$ cat src/rtl/bist_pkg.sv
// bist_pkg: analyser state encoding and the POLY/SEED defaults shared with the LFSR generator.
package bist_pkg;
  typedef enum logic [1:0] {
    IDLE    = 2'd0,
    CAPTURE = 2'd1,
    COMPARE = 2'd2,
    DONE    = 2'd3
  } state_e;
  localparam logic [15:0] DEF_POLY = 16'h1021;
  localparam logic [15:0] DEF_SEED = 16'h0000;
endpackage

$ cat src/rtl/misr_core.sv
// misr_core: Galois MISR signature register with seed load and gated update.
module misr_core import bist_pkg::*; #(
  parameter int unsigned      WIDTH = 16,
  parameter logic [WIDTH-1:0] POLY  = WIDTH'(DEF_POLY),
  parameter logic [WIDTH-1:0] SEED  = WIDTH'(DEF_SEED)
) (
  input  logic             clk,
  input  logic             rst_n,
  input  logic             load_i,
  input  logic             en_i,
  input  logic [WIDTH-1:0] data_i,
  output logic [WIDTH-1:0] sig_o
);
  logic [WIDTH-1:0] sig_q, sig_d, step;
  assign step  = {sig_q[WIDTH-2:0], 1'b0} ^ (sig_q[WIDTH-1] ? POLY : '0) ^ data_i;
  assign sig_d = load_i ? SEED : en_i ? step : sig_q;
  assign sig_o = sig_q;
  always_ff @(posedge clk or negedge rst_n) begin
    if (!rst_n) sig_q <= SEED;
    else        sig_q <= sig_d;
  end
endmodule

$ cat src/rtl/bist_misr_analyzer.sv
// bist_misr_analyzer: compresses CUT responses into a MISR signature and checks it against a golden value.
module bist_misr_analyzer import bist_pkg::*; #(
  parameter int unsigned      WIDTH         = 16,
  parameter logic [WIDTH-1:0] POLY          = WIDTH'(DEF_POLY),
  parameter logic [WIDTH-1:0] SEED          = WIDTH'(DEF_SEED),
  parameter int unsigned      PATTERN_COUNT = 65535
) (
  input  logic             clk,
  input  logic             rst_n,
  input  logic             start_i,
  input  logic             resp_valid_i,
  input  logic [WIDTH-1:0] resp_data_i,
  output logic             resp_ready_o,
  input  logic [WIDTH-1:0] golden_sig_i,
  output logic [WIDTH-1:0] signature_o,
  output logic             busy_o,
  output logic             done_o,
  output logic             pass_o,
  output logic             fail_o
);
  localparam int unsigned CW = $clog2(PATTERN_COUNT + 1);
  state_e          state_q, state_d;
  logic [CW-1:0]   count_q, count_d;
  logic            match_q, match_d;
  logic            accept;
  // start outranks any response offered in the same cycle
  assign accept = resp_ready_o & resp_valid_i & ~start_i;
  misr_core #(.WIDTH(WIDTH), .POLY(POLY), .SEED(SEED)) u_misr (
    .clk    (clk),
    .rst_n  (rst_n),
    .load_i (start_i),
    .en_i   (accept),
    .data_i (resp_data_i),
    .sig_o  (signature_o)
  );
  always_comb begin
    state_d = state_q;
    count_d = count_q;
    match_d = match_q;
    if (start_i) begin
      state_d = CAPTURE;
      count_d = '0;
      match_d = 1'b0;
    end else begin
      unique case (state_q)
        CAPTURE: if (accept) begin
          count_d = count_q + 1'b1;
          state_d = (count_q == CW'(PATTERN_COUNT - 1)) ? COMPARE : CAPTURE;
        end
        COMPARE: begin
          match_d = (signature_o == golden_sig_i);
          state_d = DONE;
        end
        default: state_d = state_q;
      endcase
    end
  end
  always_ff @(posedge clk or negedge rst_n) begin
    if (!rst_n) begin
      state_q <= IDLE;
      count_q <= '0;
      match_q <= 1'b0;
    end else begin
      state_q <= state_d;
      count_q <= count_d;
      match_q <= match_d;
    end
  end
  assign resp_ready_o = (state_q == CAPTURE);
  assign busy_o       = (state_q == CAPTURE) | (state_q == COMPARE);
  assign done_o       = (state_q == DONE);
  assign pass_o       = done_o & match_q;
  assign fail_o       = done_o & ~match_q;
endmodule

$ cat config.mk
export PLATFORM = sky130hd
export DESIGN_NAME = bist_misr_analyzer
export DESIGN_NICKNAME = d
export VERILOG_FILES = /design/src/rtl/bist_pkg.sv /design/src/rtl/misr_core.sv /design/src/rtl/bist_misr_analyzer.sv
export SDC_FILE = /design/constraint.sdc
export NUM_CORES = 1
export LEC_CHECK = 0
export BUFFER_PORTS_ARGS = -buffer_cell sky130_fd_sc_hd__clkbuf_2
export CORE_MARGIN = 4
export CORE_UTILIZATION = 40
export CTS_CLUSTER_DIAMETER = 40
export DETAILED_ROUTE_END_ITERATION = 7
export GPL_TIMING_DRIVEN = 1
export PLACE_DENSITY = 0.72
export SLEW_MARGIN = 20
export SYNTH_ARGS = -nofsm -noshare
export SYNTH_HDL_FRONTEND = slang
export SYNTH_SLANG_ARGS = --single-unit
$ cat constraint.sdc
create_clock -name clk -period 3.97 [get_ports clk]
set_input_delay 0.1985 -clock clk [delete_from_list [all_inputs] [get_ports clk]]
set_output_delay 0.1985 -clock clk [all_outputs]
set_load 0.02 [all_outputs]
==> results by group <==
Status
  • Status: complete, no violations

Yosys
  • Mapped cell area: 0.00204 mm^2
  • Post-synth EDFFs: 0
  • Ys async rst share: 1.00
  • Synth cell types: 33
  • Syn Inst Count: 204
  • Synthesized area per cell: 10.0 um^2
  • Syn nets: 245
  • Synth Warn #: 0
  • Ys flop type: dfrtp_1
  • Sequential element share of the synthesized area: 0.429
  • FF+latch count, synth: 35

Place
  • # port buffers: 56
  • Hpwl dp: 3240 um
  • Final GP Congestion: 0.755
  • Place WS: 1.58 ns

Floorplan
  • DIE HEIGHT: 79.4 um
  • Die Area: 0.00631 mm^2
  • Starting density of the core: 0.423
  • Ports: 57
  • Cell Rows: 25
  • Die width: 79.4 um
  • Core footprint: 0.00482 mm^2

Power and ir drop
  • PD cells: 486 mW/mm^2
  • Comb power frac: 0.328
  • Overall Power: 1.19 mW
  • Switching share of power: 0.354
  • Sequential Power Share: 0.401
  • Clock power share: 0.271
  • Leak pwr: 1.15 nW
  • P_sw: 0.422 mW
  • P_int: 0.771 mW
  • VDD IR-drop max: 0.210 mV

CTS
  • CTS root buf: clkbuf_8
  • Clock-pin slew on the worst setup and hold paths: 0.07 ns
  • Worst-Skew Late Latency: 0.28 ns
  • CTS Hold Bufs: 0
  • Sink Count: 35
  • H-tree levels: 2
  • TritonCTS buffer count: 5
  • Max Buffers Root-to-Sink: 2
  • CTS tree: yes
  • Resized cells post-CTS: 0
  • Post-CTS Repair Setup Buffers: 0

Global route
  • Total global-route track usage: 0.147
  • Number of global-route vias before repair: 1,510
  • Initial antenna violation count: 0
  • Total grt overflow: 0
  • First-pass GRT wire length: 7300 um
  • Largest net degree at the start of global routing: 38

Worst setup path
  • Worst setup SP type: flip-flop
  • Worst Path Buf+Inv: 2
  • Critical path arrival: 2.61 ns
  • Critical path type: reg -> reg
  • Delay-heaviest family, CP: simple AND/OR/NAND/NOR gates
  • Critical-path cell list: inv_1 > ha_1 > and2_1 > buf_4 > nand4_1 > or3_1 > a21oi_1
  • CP max-delay cell: and2_1
  • Critical Path End Type: flip-flop
  • Worst Path Max Fanout: 18
  • Worst path max stage delay: 0.57 ns
  • Worst path required time: 4.17 ns

Job
  • # Max-Cap Violations: 0

STA
  • Setup TNS: 0 ns
  • Final Skew: 0.00431 ns
  • Worst slew margin: 0.423
  • Final hold violation count: 0
  • Setup violators final: 0
  • RSZ-0062 raised after global routing: no
  • Tcrit/Tclk final: 0.607
  • Max frequency: 415 MHz
  • Worst Max-Slew Pin Slew: 0.865 ns
  • Tmin final: 2.41 ns
  • Worst Slack Setup Final: 1.56 ns
  • Max-slew violation count: 0

Drt
  • Via count: 1,624
  • Routed vias/inst: 5.00
  • 1st-iter DRT viols: 51
  • Wirelength per Cell: 13.2 um
  • DRC: 0
  • Post-Route WL: 4290 um
  • First-pass iteration count of the detailed router: 4
  • Antenna viol nets, final: 0

Finish
  • Antenna fix cells: 0
  • Commonest non-fill, non-tap cells in the layout: clkbuf_2, dfrtp_1, nor2_1
  • Most common cell after layout, fill and taps aside: clkbuf_2
  • Total Nets Final: 298
  • FILL cells: 465
  • Layout cell share with drive strength beyond 1: 0.271
  • Layout area overhead: 20.5%

Min path
  • Worst Hold Class: in -> async
## metrics by stage
step | instances | hold slack, ns | utilization | instance area (um^2)
detailed placement | 317 | 0.350 | 0.486 | 2340
floorplan | 204 | -0.0971 | - | 2040
finish | 325 | 0.0174 | 0.510 | 2460
CTS | 325 | 0.0477 | 0.510 | 2460
global route | 325 | 0.0901 | 0.510 | 2460
global placement | 317 | 0.344 | 0.486 | 2340
## cells by family (layout without fill, tap and decap cells)
| group | count (synthesis) | after routing | share of synthesized area |
|---|---|---|---|
| xor gates and xnor gates | 46 | 46 | 0.198 |
| DFF | 35 | 35 | 0.429 |
| buffers and inverters | 17 | 71 | 0.0460 |
| AOI/OAI and AO/OA | 26 | 26 | 0.0908 |
| muxes | 3 | 3 | 0.0147 |
| and+or+nand+nor | 72 | 72 | 0.191 |
| adders and majority gates | 5 | 5 | 0.0307 |
## per-layer routing
| metal | wire length, um | track usage | part of all wire | vias up |
|---|---|---|---|---|
| met3 | 162 | 0.0260 | 0.038 | 5 |
| met4 | 57 | 0.0567 | 0.013 | 0 |
| met1 | 2030 | 0.205 | 0.47 | 771 |
| met2 | 2030 | 0.227 | 0.47 | 38 |
| met5 | 0 | 0 | 0 | - |
| li1 | - | - | - | 810 |
## area by class of cell
class | instances | area [um^2] | share of cell area
sequential | 35 | 876 | 0.356
inverter | 6 | 22.5 | 0.00916
clock buffer | 6 | 82.6 | 0.0336
tap | 67 | 83.8 | 0.0341
clock inverter | 2 | 35.0 | 0.0143
multi-input combinational | 152 | 1070 | 0.435
timing repair buffer | 57 | 288 | 0.117
## registers in the layout (all words and copies together), names as in the netlist
signal	flops
count_q	16
match_q	1
state_q	2
u_misr.sig_o	16
## cell usage after synthesis, types with 2 or more instances
master | count | share of area
buf_2 | 2 | 0.0049
ha_1 | 5 | 0.031
nand4_1 | 4 | 0.012
or3_1 | 4 | 0.012
buf_6 | 2 | 0.011
xnor2_1 | 27 | 0.12
inv_1 | 6 | 0.011
and2_1 | 2 | 0.0061
nor2_1 | 33 | 0.061
dfrtp_1 | 35 | 0.43
o21ai_0 | 4 | 0.0098
xor2_1 | 19 | 0.082
a21oi_1 | 4 | 0.0098
nor3_1 | 6 | 0.015
a211oi_1 | 15 | 0.055
clkbuf_1 | 5 | 0.0092
nand3_1 | 5 | 0.012
nor4_1 | 6 | 0.018
mux2i_1 | 3 | 0.015
nand2_1 | 4 | 0.0074
## power by group through the flow
stage | combinational, mW | clock, mW | sequential (mW)
2_1_floorplan | 0.249 | 0 | 0.508
3_3_place_gp | 0.387 | 0 | 0.484
3_5_place_dp | 0.394 | 0 | 0.485
4_1_cts | 0.397 | 0.332 | 0.479
5_1_grt | 0.434 | 0.346 | 0.487
6_report | 0.391 | 0.324 | 0.478
## worst paths after layout
path	cells past startpoint	slack, ns	end	from
setup / recovery	7	1.56	count_q[14]	state_q[1]
hold / removal	1	0.02	u_misr.sig_o[5]	rst_n
setup reg to reg	7	1.56	count_q[14]	state_q[1]
hold reg to reg	2	0.51	match_q	match_q
max in group asynchronous	1	3.41	count_q[9]	rst_n
min in group clk	3	0.21	u_misr.sig_o[0]	resp_data_i[0]
(Power assumes the default switching activity.)
